===== src/rtl/fft_r22sdf_pkg.sv =====
// Shared types and constant helpers for the R2^2SDF FFT sequencer: FSM states,
// twiddle digit map, stage delay and bit-reversal helpers.
package fft_r22sdf_pkg;

  typedef enum logic [1:0] {
    IDLE  = 2'd0,
    FILL  = 2'd1,
    RUN   = 2'd2,
    DRAIN = 2'd3
  } state_e;

  // Radix-2^2 digit map {0,2,1,3}, entry i at bits [2i +: 2]
  localparam logic [7:0] DIGIT_MAP = {2'd3, 2'd1, 2'd2, 2'd0};

  // Cumulative latency up to and including stage pair s
  function automatic int stage_delay(input int s, input int n, input int stage_reg);
    int d;
    int q;
    d = 0;
    q = n;
    for (int j = 0; j <= s; j++) begin
      q = q / 4;
      d = d + 3 * q;
    end
    return d + stage_reg * (s + 1);
  endfunction

  function automatic logic [31:0] bitrev(input logic [31:0] v, input int w);
    logic [31:0] r;
    r = '0;
    for (int i = 0; i < w; i++) begin
      r[w-1-i] = v[i];
    end
    return r;
  endfunction

endpackage


===== src/rtl/fft_r22sdf_tw_addr.sv =====
// Twiddle ROM address for one multiplier stage: splits the stage-local index into
// (n1, n2), applies the digit map and scales the product to the full-length ROM.
module fft_r22sdf_tw_addr
  import fft_r22sdf_pkg::*;
#(
  parameter int NLOG2 = 10,
  parameter int STAGE = 0
) (
  input  logic [NLOG2-2*STAGE-1:0] k_i,
  output logic [NLOG2-1:0]         addr_o
);

  localparam int M = NLOG2 - 2 * STAGE;

  logic [1:0]       n1;
  logic [M-3:0]     n2;
  logic [1:0]       m;
  logic [M-1:0]     prod;
  logic [NLOG2-1:0] prod_ext;

  always_comb begin
    n1       = k_i[M-1 -: 2];
    n2       = k_i[M-3:0];
    m        = DIGIT_MAP[{n1, 1'b0} +: 2];
    prod     = M'(n2) * M'(m);
    prod_ext = NLOG2'(prod);
    addr_o   = prod_ext << (2 * STAGE);
  end

endmodule


===== src/rtl/fft_r22sdf_ctrl.sv =====
// Sequencer for the single-path R2^2SDF FFT: clock enable, sample counters, twiddle
// addresses and output valid/last. FFT_R22SDF_CTRL_BITREV_EN selects natural-order out_idx_o.
module fft_r22sdf_ctrl
  import fft_r22sdf_pkg::*;
#(
  parameter int FFT_N     = 1024,
  parameter int NLOG2     = 10,
  parameter int STAGE_REG = 3
) (
  input  logic                           clk_i,
  input  logic                           rst_n,
  input  logic                           en_i,
  input  logic                           valid_i,
  output logic                           ce_o,
  output logic [NLOG2-1:0]               ctr_o,
  output logic [(NLOG2/2-1)*NLOG2-1:0]   tw_addr_o,
  output logic                           out_valid_o,
  output logic [NLOG2-1:0]               out_idx_o,
  output logic                           out_last_o,
  output logic                           busy_o
);

  localparam int NUM_TW       = NLOG2 / 2 - 1;
  localparam int PIPE_LATENCY = stage_delay(NUM_TW, FFT_N, STAGE_REG);
  localparam int FW           = $clog2(PIPE_LATENCY + 1);
  localparam logic [FW-1:0]    FILL_LAST = FW'(PIPE_LATENCY - 1);
  localparam logic [FW-1:0]    FILL_FULL = FW'(PIPE_LATENCY);
  localparam logic [NLOG2-1:0] LAT_MOD   = NLOG2'(PIPE_LATENCY % FFT_N);
  localparam logic [NLOG2-1:0] CTR_LAST  = NLOG2'(FFT_N - 1);

  state_e                     state_q, state_d;
  logic [NLOG2-1:0]           in_ctr_q, in_ctr_d;
  logic [FW-1:0]              fill_ctr_q, fill_ctr_d;
  logic [FW-1:0]              drain_ctr_q, drain_ctr_d;
  logic [NUM_TW*NLOG2-1:0]    tw_addr_q, tw_addr_d, tw_next;
  logic                       out_valid_q, out_valid_d;
  logic [NLOG2-1:0]           out_idx_q, out_idx_d;
  logic                       out_last_q, out_last_d;
  logic                       busy_q, busy_d;
  logic                       adv, boundary, full;
  logic [NLOG2-1:0]           raw_idx;

  // The start sample in IDLE advances the counters even though ce_o stays low there
  always_comb begin
    ce_o = 1'b0;
    unique case (state_q)
      IDLE:        ce_o = 1'b0;
      FILL, RUN:   ce_o = valid_i;
      DRAIN:       ce_o = 1'b1;
      default:     ce_o = 1'b0;
    endcase
    adv = ce_o | ((state_q == IDLE) & en_i & valid_i);
  end

  always_comb begin
    state_d     = state_q;
    in_ctr_d    = in_ctr_q;
    fill_ctr_d  = fill_ctr_q;
    drain_ctr_d = drain_ctr_q;
    boundary    = (in_ctr_q == CTR_LAST);
    full        = (fill_ctr_q == FILL_FULL);
    if (adv) begin
      in_ctr_d = in_ctr_q + 1'b1;
      if (!full) fill_ctr_d = fill_ctr_q + 1'b1;
    end
    unique case (state_q)
      IDLE: if (adv) state_d = FILL;
      FILL: begin
        if (adv) begin
          if (boundary && !en_i)          state_d = DRAIN;
          else if (fill_ctr_q == FILL_LAST) state_d = RUN;
        end
      end
      RUN:  if (adv && boundary && !en_i) state_d = DRAIN;
      // Last sample needs exactly PIPE_LATENCY forced enables to leave the pipe
      DRAIN: begin
        drain_ctr_d = drain_ctr_q + 1'b1;
        if (drain_ctr_q == FILL_LAST) begin
          state_d     = IDLE;
          in_ctr_d    = '0;
          fill_ctr_d  = '0;
          drain_ctr_d = '0;
        end
      end
      default: state_d = IDLE;
    endcase
  end

  for (genvar s = 0; s < NUM_TW; s++) begin : g_tw
    localparam int M = NLOG2 - 2 * s;
    localparam logic [NLOG2-1:0] DS = NLOG2'(stage_delay(s, FFT_N, STAGE_REG) % FFT_N);
    logic [M-1:0] k_s;
    assign k_s = M'(in_ctr_d - DS);
    fft_r22sdf_tw_addr #(
      .NLOG2 (NLOG2),
      .STAGE (s)
    ) u_tw_addr (
      .k_i    (k_s),
      .addr_o (tw_next[s*NLOG2 +: NLOG2])
    );
  end

  always_comb begin
    raw_idx     = in_ctr_q - LAT_MOD;
    out_valid_d = adv && ((state_q == RUN) || ((state_q == DRAIN) && full));
    out_last_d  = out_valid_d && (raw_idx == CTR_LAST);
    out_idx_d   = out_idx_q;
    tw_addr_d   = tw_addr_q;
    if (adv) begin
`ifdef FFT_R22SDF_CTRL_BITREV_EN
      out_idx_d = NLOG2'(bitrev(32'(raw_idx), NLOG2));
`else
      out_idx_d = raw_idx;
`endif
      tw_addr_d = tw_next;
    end
    busy_d = (state_d != IDLE);
  end

  always_ff @(posedge clk_i) begin
    if (!rst_n) begin
      state_q     <= IDLE;
      in_ctr_q    <= '0;
      fill_ctr_q  <= '0;
      drain_ctr_q <= '0;
      tw_addr_q   <= '0;
      out_valid_q <= 1'b0;
      out_idx_q   <= '0;
      out_last_q  <= 1'b0;
      busy_q      <= 1'b0;
    end else begin
      state_q     <= state_d;
      in_ctr_q    <= in_ctr_d;
      fill_ctr_q  <= fill_ctr_d;
      drain_ctr_q <= drain_ctr_d;
      tw_addr_q   <= tw_addr_d;
      out_valid_q <= out_valid_d;
      out_idx_q   <= out_idx_d;
      out_last_q  <= out_last_d;
      busy_q      <= busy_d;
    end
  end

  assign ctr_o       = in_ctr_q;
  assign tw_addr_o   = tw_addr_q;
  assign out_valid_o = out_valid_q;
  assign out_idx_o   = out_idx_q;
  assign out_last_o  = out_last_q;
  assign busy_o      = busy_q;

endmodule


===== config.mk =====
export PLATFORM = sky130hd
export DESIGN_NAME = fft_r22sdf_ctrl
export DESIGN_NICKNAME = d
export VERILOG_FILES = /design/src/rtl/fft_r22sdf_pkg.sv /design/src/rtl/fft_r22sdf_tw_addr.sv /design/src/rtl/fft_r22sdf_ctrl.sv
export SDC_FILE = /design/constraint.sdc
export NUM_CORES = 1
export LEC_CHECK = 0
export ABC_AREA = 1
export CAP_MARGIN = 20
export CELL_PAD_IN_SITES_DETAIL_PLACEMENT = 2
export CELL_PAD_IN_SITES_GLOBAL_PLACEMENT = 2
export CORE_MARGIN = 5
export CORE_UTILIZATION = 31
export CTS_CLUSTER_DIAMETER = 40
export DETAILED_ROUTE_END_ITERATION = 12
export MAX_ROUTING_LAYER = met4
export PLACE_DENSITY = 0.81
export SYNTH_ARGS = -nofsm -noshare
export SYNTH_HDL_FRONTEND = slang
export SYNTH_HIERARCHICAL = 1
export SYNTH_SLANG_ARGS = --single-unit

===== constraint.sdc =====
create_clock -name clk_i -period 4.6 [get_ports clk_i]
set_clock_uncertainty 0.05 [all_clocks]
set_input_delay 0.92 -clock clk_i [delete_from_list [all_inputs] [get_ports clk_i]]
set_output_delay 0.92 -clock clk_i [all_outputs]
set_load 0.01 [all_outputs]

After elaboration in Yosys (flattened, before gate mapping)
Index checks and enable logic that the tools add are counted.

storage, ports and cells
  bits in registers = 75
  output and inout bits = 64
  word-level logic and storage cells = 63
  input bits = 4

cells by class
  equality and inequality tests = 8
  add/subtract/negate cells = 8
  bitwise operators = 3
  $mul = 4
  muxes and demuxes = 16
  shift-type cells = 4
  reductions and logical operators = 11

operators by type and width
  operator                number
  $mux 11                 5
  $eq 11x11->1 const B    3
  $shiftx 8x4->2 const A  4
  $mux 10                 3
  $add 11x1->11 const B   2
  $eq 10x10->1 const B    2
  $mux 2                  6
  $add 10x1->10 const B   1
  $mul 8x2->10            1
  $sub 10x10->10 const B  1
  $sub 10x4->10 const B   1
  $mul 6x2->8             1
  $pmux 2 s4              1
  $sub 8x8->8 const B     1
  $logic_and 1x1->1       6
  $mul 4x2->6             1
  $sub 6x6->6 const B     1
  $eq 2x2->1 const B      2
  $mul 2x2->4             1
  $sub 4x4->4 const B     1
  $pmux 1 s3              1
  $and 1x1->1             2
  $eq 2x1->1 const B      1
  $logic_not 2->1         1
  other kinds (5)         5

Depth between registers and ports, before layout
Gate-level depths: netlist of run 1.

  word-level depth = 10
  gate-level depth with buffers = 32
  gate-level depth less buffers = 31

Modules after synthesis
Netlist of run 1, hierarchy kept.

modules (own cells, without submodules)
  module                                  times used  cells an instance  area each (sq um)  seq. area each (sq um)
  fft_r22sdf_ctrl                         1           599                4320.4             1741.7
  fft_r22sdf_tw_addr (g_tw[0].u_tw_addr)  1           94                 467.9              0.0
  fft_r22sdf_tw_addr (g_tw[1].u_tw_addr)  1           63                 340.3              0.0
  fft_r22sdf_tw_addr (g_tw[2].u_tw_addr)  1           39                 215.2              0.0
  fft_r22sdf_tw_addr (g_tw[3].u_tw_addr)  1           17                 103.8              0.0

Worst setup path before layout of run 1
OpenSTA, ideal clock, no wires.

  path kind = input-to-reg
  start = in en_i
  end = reg tw_addr_q[7] (netlist: tw_addr_o[7])
  data required time = 4.434 ns
  cell stages on the path = 26
  setup slack = 0.733 ns
  setup time = 0.116 ns
  data arrival time = 3.702 ns
  buffers on the path = 2
  cells stage by stage = nand3_1 -> nand2_4 -> buf_6 -> nand2_1 -> nand3_1 -> inv_1 -> ha_1 -> inv_1 -> nand2_2 -> nor2_1 -> nand2_1 -> xor2_1 -> buf_2 -> nand2_1 -> inv_1 -> ha_1 -> inv_1 -> fa_1 -> inv_1 -> nand2_1 -> nand2_1 -> nand3_1 -> nand3_1 -> nand2_1 -> nor2_1 -> nor2_1

between the ends
  elaborated cells between the ends (all ways) = 9
  classes of those cells = 1 x add/sub; 1 x mul; 1 x shift; 3 x mux; 3 x bitwise

RTL lines
  what                          line                      text
  start, declared               fft_r22sdf_ctrl.sv:12     input logic en_i,
  $and 1x1->1 (*) (2 in a row)  fft_r22sdf_ctrl.sv:52     adv = ce_o | ((state_q == IDLE) & en_i & valid_i);
  $or 1x1->1 (*)                fft_r22sdf_ctrl.sv:52
  $mux 10 (*)                   fft_r22sdf_ctrl.sv:62     if (adv) begin
  $mux 10                       fft_r22sdf_ctrl.sv:78     if (drain_ctr_q == FILL_LAST) begin
  $mux 10 (*)                   fft_r22sdf_ctrl.sv:66     unique case (state_q)
  $sub 10x10->10 (*)            fft_r22sdf_ctrl.sv:93     assign k_s = M'(in_ctr_d - DS);
  named net g_tw[0].k_s[0]      fft_r22sdf_ctrl.sv:92     logic [M-1:0] k_s;
  $mul 8x2->10 (*)              fft_r22sdf_tw_addr.sv:25  prod = M'(n2) * M'(m);
  named net tw_next[7]          fft_r22sdf_ctrl.sv:35     logic [NUM_TW*NLOG2-1:0] tw_addr_q, tw_addr_d, tw_next;
  end signal, assigned          fft_r22sdf_ctrl.sv:136    tw_addr_q <= tw_addr_d;
  end, declared                 fft_r22sdf_ctrl.sv:35

Mark *: on every way through the listed nets, which the timed path passes. The rest lies on a longest branch.
A chain may end at the register's enable or synchronous reset.

Final worst setup path of run 1
  start = in en_i
  end = reg tw_addr_q[9] (netlist: tw_addr_o[9])

The elaborated chain is that of the path after synthesis.

==> results of run 1 <==
## cells in the final DEF, fill, tap and decap left out, types with 2 or more instances in the layout
cell type        Yosys  final
nand2_1            168    168
nor2_1             144    144
inv_1              112    112
dfxtp_1             87     87
clkdlybuf4s50_1      0     66
o21ai_0             62     62
nand3_1             42     42
ha_1                36     36
xor2_1              28     28
a21oi_1             23     23
buf_4               14     15
conb_1               3     12
nand4_1             10     10
xnor2_1             10     10
clkbuf_16            0      9
nand2_2              8      8
nor3_1               6      6
nand3b_1             5      5
nand3_2              4      4
nor4_1               3      3
nand2_4              3      3
fa_1                 3      3
inv_2                2      2
nor2_2               2      2
a31oi_1              2      2
clkinvlp_4           0      2
clkinv_4             0      2
inv_6                0      2
or2_1                2      2
## critical path, delay by kind of cell
kind | cells | cell delay, ps
fa+ha+maj | 3 | 770
buf+inv | 6 | 830
simple gates | 16 | 1580
xor+xnor | 1 | 180
## per-layer routing
layer	vias to the layer above	wire, um
li1	2629	-
met1	2531	8010
met5	-	0
met4	0	362
met2	68	8120
met3	22	421
## synth_stat cells
| library cell | n | area (sq um) |
|---|---|---|
| a211oi_1 | 1 | 7.51 |
| a21oi_1 | 23 | 115 |
| a31oi_1 | 2 | 12.5 |
| buf_1 | 1 | 3.75 |
| buf_2 | 8 | 40.0 |
| buf_4 | 14 | 105 |
| buf_6 | 1 | 11.3 |
| clkbuf_1 | 13 | 48.8 |
| conb_1 | 3 | 11.3 |
| dfxtp_1 | 87 | 1740 |
| fa_1 | 3 | 60.1 |
| ha_1 | 36 | 450 |
| inv_1 | 112 | 420 |
| inv_2 | 2 | 7.51 |
| inv_4 | 1 | 6.26 |
| nand2_1 | 168 | 631 |
| nand2_2 | 8 | 50.1 |
| nand2_4 | 3 | 33.8 |
| nand3_1 | 42 | 210 |
| nand3_2 | 4 | 40.0 |
| nand3b_1 | 5 | 37.5 |
| nand4_1 | 10 | 62.6 |
| nand4_2 | 1 | 12.5 |
| nor2_1 | 144 | 541 |
| nor2_2 | 2 | 12.5 |
| nor2_4 | 1 | 11.3 |
| nor3_1 | 6 | 30.0 |
| nor3_2 | 1 | 10.0 |
| nor3_4 | 1 | 16.3 |
| nor4_1 | 3 | 18.8 |
| nor4_2 | 1 | 12.5 |
| o211ai_1 | 1 | 7.51 |
| o21ai_0 | 62 | 310 |
| o21bai_1 | 1 | 7.51 |
| or2_1 | 2 | 12.5 |
| or2_2 | 1 | 6.26 |
| xnor2_1 | 10 | 87.6 |
| xor2_1 | 28 | 245 |
## registers in the layout, summed over array words and instances (netlist names)
name,count
tw_addr_o,40
drain_ctr_q,11
fill_ctr_q,11
ctr_o,10
out_idx_o,10
state_q,2
busy_o,1
out_last_o,1
out_valid_o,1
## worst max-delay path by stage
stage	from	endpoint	slack, ps	depth (start not counted)
after floorplan	en_i	tw_addr_o[7]$_SDFFE_PN0N_	730	26
final	en_i	tw_addr_o[9]$_SDFFE_PN0N_	530	26
after detailed placement	en_i	tw_addr_o[9]$_SDFFE_PN0N_	130	26
after CTS	en_i	tw_addr_o[9]$_SDFFE_PN0N_	490	26
after global placement	en_i	tw_addr_o[17]$_SDFFE_PN0N_	310	22
after global routing	en_i	tw_addr_o[7]$_SDFFE_PN0N_	150	24
## power breakdown
part	switching, mW	leakage, nW	internal, mW
registers	0.128	0.711	0.933
clock network	0.343	0.143	0.427
logic	1.22	2.47	0.822
## cell families (layout without fill, tap and decap cells)
| kind of cell | Yosys count | count (layout) |
|---|---|---|
| compound gates | 90 | 90 |
| flops | 87 | 87 |
| xor+xnor | 38 | 38 |
| buf+inv | 152 | 213 |
| simple gates | 403 | 403 |
| other cells | 3 | 12 |
| fa+ha+maj | 39 | 39 |
## final cells by class
type	count	area, sq um	area share
Timing Repair Buffer	82	778	0.117
Sequential cell	87	1740	0.262
Multi-Input combinational cell	582	3100	0.467
Tap cell	225	282	0.0424
Clock inverter	7	80.1	0.0121
Inverter	115	434	0.0654
Clock buffer	9	225	0.0339
==> results.cfg, run 1 <==
[yosys]
syn_avg_cell_area_sq_um = 6.71
synth_top_family_by_area = simple AND/OR/NAND/NOR gates
synth_cells = 812
synthXorXnorAreaFrac = 0.0611
ys_ff_latch = 87
synth_compound_area_frac = 0.0845
yosysSeqAreaShare = 0.320
ys_warn_count = 6
synth_fa_ha_area_frac = 0.0937
synth_cell_types = 38
syn_area_sq_mm = 0.00545
synthMuxAreaShare = 0
synth-simple-area-share = 0.321

[place]
place_inst = 1091
place_ws_ps = 126
gp_congestion = 0.809
hpwl_mm = 12.8
numPortBuffers = 67
placed_cell_area_sq_mm = 0.00633

[routing]
vias_per_cell = 4.74
wirelength_mm = 16.9
via_count = 5250
drt_iter0_markers = 156
drtAntennaViolNets = 0
dr.pass1.iters = 4
drc = 0
drt-wirelength-per-cell_um = 15.3

[timing]
max_freq_ghz = 0.246
max-slew-margin-rel = 0.525
layout_min_cycle_time_ps = 4070
finalMaxSlewViolations = 0
setup_tns_ps = 0
tightestPinTransition_ps = 707
rsz0062_at_grt = false
fin_hold_ws_ps = 465
setup_ws_ps = 530
finalHoldViolCount = 0
setup_viol = 0
post-route-period-util = 0.885

[final_layout]
fin_cells = 1107
syn2layout_area_growth_pct = 21.8
finish.utilization = 0.384
fin_nets = 920
n_fill_cell = 2122
final_area_sq_mm = 0.00664
num_antenna_cells = 0
drive_above_1_share = 0.0658

[worst_setup_path]
reg2reg_depth = 28
crit_path_max_fanout = 9
start_kind = input pin
path_common_cell = nand2_1
rr_endpoint = tw_addr_o[9]$_SDFFE_PN0N_
r2r_slack_ps = 750
critPathArrivalTime_ps = 4310
cp-end-kind = register
critical_path.max_stage_delay_ps = 470
cp_slowest_cell = clkdlybuf4s50_1
critPathKind = in -> reg
cp.required_ps = 4840
r2r-start = drain_ctr_q[0]$_SDFFE_PN0N_

[grt]
overflow = 0
antenna_found_initial = 0
grt_use_met3 = 0.0255
grt_pass1_vias = 5797
grt_pass1_wl_mm = 28.7
grt_util_met2 = 0.299
grt_use_total = 0.179
top_usage_layer = met2
met1_usage = 0.220
grt_max_degree = 52

[clock_network]
clock-sinks = 87
clk_latency_ps = 350
cts_hold_buf = 0
cts_inserted_buffers = 9
postCtsResizedCells = 0
clkTransAtPathRegs_ps = 70
cts-root-buf = clkbuf_16
htreeDepth = 3
cts_tree = done
postCtsSetupRepairBufs = 0
clockBufferDepth = 2

[floorplan]
coreArea_sq_mm = 0.0173
initial_utilization = 0.315
die_x_um = 143
dieArea_sq_mm = 0.0203
io_pins = 68
die_y_um = 143
rows = 48

[run]
max_cap_violations = 0

[power_and_ir_drop]
totalPowerFinal_mw = 3.87
powerDensity_mw_per_mm2 = 584
vdd_drop_max_mv = 0.233
p_leak_nw = 3.32

[worst_hold_path]
min_path_cells = 2
hp-class = reg -> reg
worstHoldEndpoint = tw_addr_o[33]$_SDFFE_PN0N_
min_from = tw_addr_o[33]$_SDFFE_PN0N_

[run_status]
status = finished clean
Note: power is estimated with default switching activity, not from simulation.
==> run 2, diff against run 1 <==
Settings changed: ABC_AREA 1 to unset, CORE_UTILIZATION 31 to 33, PLACE_DENSITY 0.81 to 0.82.
==> run 2 against run 1 <==
Die area down 8.0%. Sequential cell count is the same. Largest cell class unchanged. Power decreased by 17%. Combinational power decreased by 25%. Global-route usage is 3.0 points higher. Register-to-register slack got worse by 460 ps. Clock power is 2% higher.
==> results.cfg, run 2 <==
[yosys]
yosysTopAreaCellShare = 0.329
synthFlopType = dfxtp_1
async_reset_ff_frac = 0
yosys.area.top_type = dfxtp_1
syn_area_sq_mm = 0.00530
yosysMostFrequentCell = nand2_1
synth_edf_count = 0
syn_avg_cell_area_sq_um = 7.92
ys_warn_count = 6
yosysSeqAreaShare = 0.329
synth_cells = 669
synthTopCellsByCount = 110 x nand2_1, 87 x dfxtp_1, 65 x a21oi_1
ys_ff_latch = 87
ys_top_cells_by_area = dfxtp_1 33%, ha_1 8.5%, nand2_1 7.8%, a21oi_1 6.1%, xnor2_1 5.1%
synth_cell_types = 63

[power_and_ir_drop]
internal_power_mw = 2.02
totalPowerFinal_mw = 3.23
p_leak_nw = 2.76
clockPowerShare = 0.243
p_switching_mw = 1.21
combPwrFrac = 0.475
vdd_drop_max_mv = 0.214
switching_share = 0.374
seqPwrFrac = 0.282
powerDensity_mw_per_mm2 = 465

[routing]
drt-wirelength-per-cell_um = 19.3
wirelength_mm = 19.2
wl_met1_mm = 7.46
met2WireLength_mm = 10.6
dr_wl_met3_um = 576
vias_per_cell = 5.12
drc = 0
drtAntennaViolNets = 0
dr.pass1.iters = 4
topRoutingLayerUsed = met4
via_count = 5086
drt_iter0_markers = 241

[floorplan]
coreArea_sq_mm = 0.0158
initial_utilization = 0.335
io_pins = 68
rows = 46
die_y_um = 137
die_x_um = 137
dieArea_sq_mm = 0.0187

[clock_network]
clk_latency_ps = 350
htreeDepth = 3
clockBufferDepth = 2
cts_tree = done
cts_hold_buf = 0
clkTransAtPathRegs_ps = 60
cts_inserted_buffers = 9
clock-sinks = 87
cts-root-buf = clkbuf_16

[worst_setup_path]
cp.required_ps = 4810
crit_path_max_fanout = 2
cp-end-kind = register
reg2reg_depth = 19
critPathKind = in -> reg
start_kind = input pin
r2r_slack_ps = 290
r2r-start = state_q[0]$_SDFF_PN0_
rr_endpoint = tw_addr_o[7]$_SDFFE_PN0N_
crit_path_start = valid_i
critPathArrivalTime_ps = 4640

[final_layout]
syn2layout_area_growth_pct = 31.0
drive_above_1_share = 0.156
num_antenna_cells = 0
final_area_sq_mm = 0.00694
final_cell_mix = 108 x nand2_1, 86 x dfxtp_1, 66 x clkdlybuf4s50_1, 64 x buf_4, 62 x a21oi_1
final_common_cell = nand2_1
largest_reg_flops = 40
fin_nets = 815

[place]
place_ws_ps = -458
placed_cell_area_sq_mm = 0.00647
gp_congestion = 0.839
numPortBuffers = 67
hpwl_mm = 13.2

[grt]
overflow = 0
grt_use_total = 0.209
antenna_found_initial = 0
grt_pass1_wl_mm = 30.0
grt_max_degree = 58
grt_pass1_vias = 5738

[timing]
max_freq_ghz = 0.226
setup_viol = 0
tightestPinTransition_ps = 1080
setup_ws_ps = 173
post-route-period-util = 0.962
finalMaxSlewViolations = 0
layout_min_cycle_time_ps = 4430
max-slew-margin-rel = 0.278
finalHoldViolCount = 0

[worst_hold_path]
min_from = tw_addr_o[20]$_SDFFE_PN0N_
worstHoldEndpoint = tw_addr_o[20]$_SDFFE_PN0N_
min_path_cells = 2
hp-class = reg -> reg

[run_status]
status = finished clean

[run]
max_cap_violations = 0
run 2: worst max-delay path, cell delays in order:
cell,delay [ps]
clkdlybuf4s50_1,500
inv_1,80
buf_4,140
a31oi_2,190
o2111ai_2,160
and2_4,200
inv_2,70
ha_2,210
a31oi_2,140
a21oi_2,200
mux2i_1,250
and2_1,160
ha_1,160
inv_1,60
fa_1,400
nand2b_1,190
a21oi_2,160
a211oi_2,80
o21ai_1,140
nand2_1,60
a21oi_1,140
run 2: layer usage:
layer	GRT usage	vias up
met5	-	-
met3	0.0386	31
met2	0.396	82
li1	-	2421
met1	0.216	2552
met4	0.0661	0
run 2: power groups by stage:
stage	Clock, mW	Sequential, mW	Combinational [mW]
after floorplan	0	0.940	0.748
after global placement	0	0.916	1.30
after detailed placement	0	0.924	1.40
after CTS	0.806	0.910	1.44
after global routing	0.837	0.921	1.67
final	0.784	0.910	1.53
run 2: metrics by stage:
step | std cells | setup TNS (ps) | util | hold WS (ps)
floorplan | 678 | 0 | - | 416
global placement | 969 | -126 | 0.409 | 387
detailed placement | 969 | -3680 | 0.409 | 398
CTS | 988 | 0 | 0.432 | 407
global route | 993 | -49.9 | 0.438 | 424
finish | 993 | 0 | 0.438 | 403
run 2: kinds of logic after synthesis:
| logic type | Yosys count | share of synthesized area |
|---|---|---|
| AND/OR/NAND/NOR | 282 | 0.258 |
| AO/OA/AOI/OAI | 124 | 0.146 |
| flip-flops | 87 | 0.329 |
| buffers and inverters | 75 | 0.0647 |
| XOR/XNOR | 57 | 0.0992 |
| adder cells (fa/ha/maj) | 39 | 0.0963 |
| other | 3 | 0.00212 |
| multiplexers | 2 | 0.00472 |
run 2: what timing repair did:
action,CTS,global route
pin swaps,2,6
endpoints found under the setup margin,4,13
gates resized for setup,6,17
gates cloned,0,0
buffers inserted,3,4
run 2: cell type report:
type	instances	area [sq um]
Clock inverter	4	51.3
Tap cell	216	270
Timing Repair Buffer	132	1170
Fill cell	1805	8890
Multi-Input combinational cell	516	3340
Sequential cell	87	1740
Clock buffer	12	267
Inverter	26	97.6
run 2: worst max path at each step:
stage | slack [ps] | endpoint
after floorplan | 250 | tw_addr_o[9]$_SDFFE_PN0N_
after global placement | -70 | tw_addr_o[9]$_SDFFE_PN0N_
after detailed placement | -460 | tw_addr_o[8]$_SDFFE_PN0N_
after CTS | 6 | tw_addr_o[9]$_SDFFE_PN0N_
after global routing | -40 | tw_addr_o[8]$_SDFFE_PN0N_
final | 170 | tw_addr_o[9]$_SDFFE_PN0N_
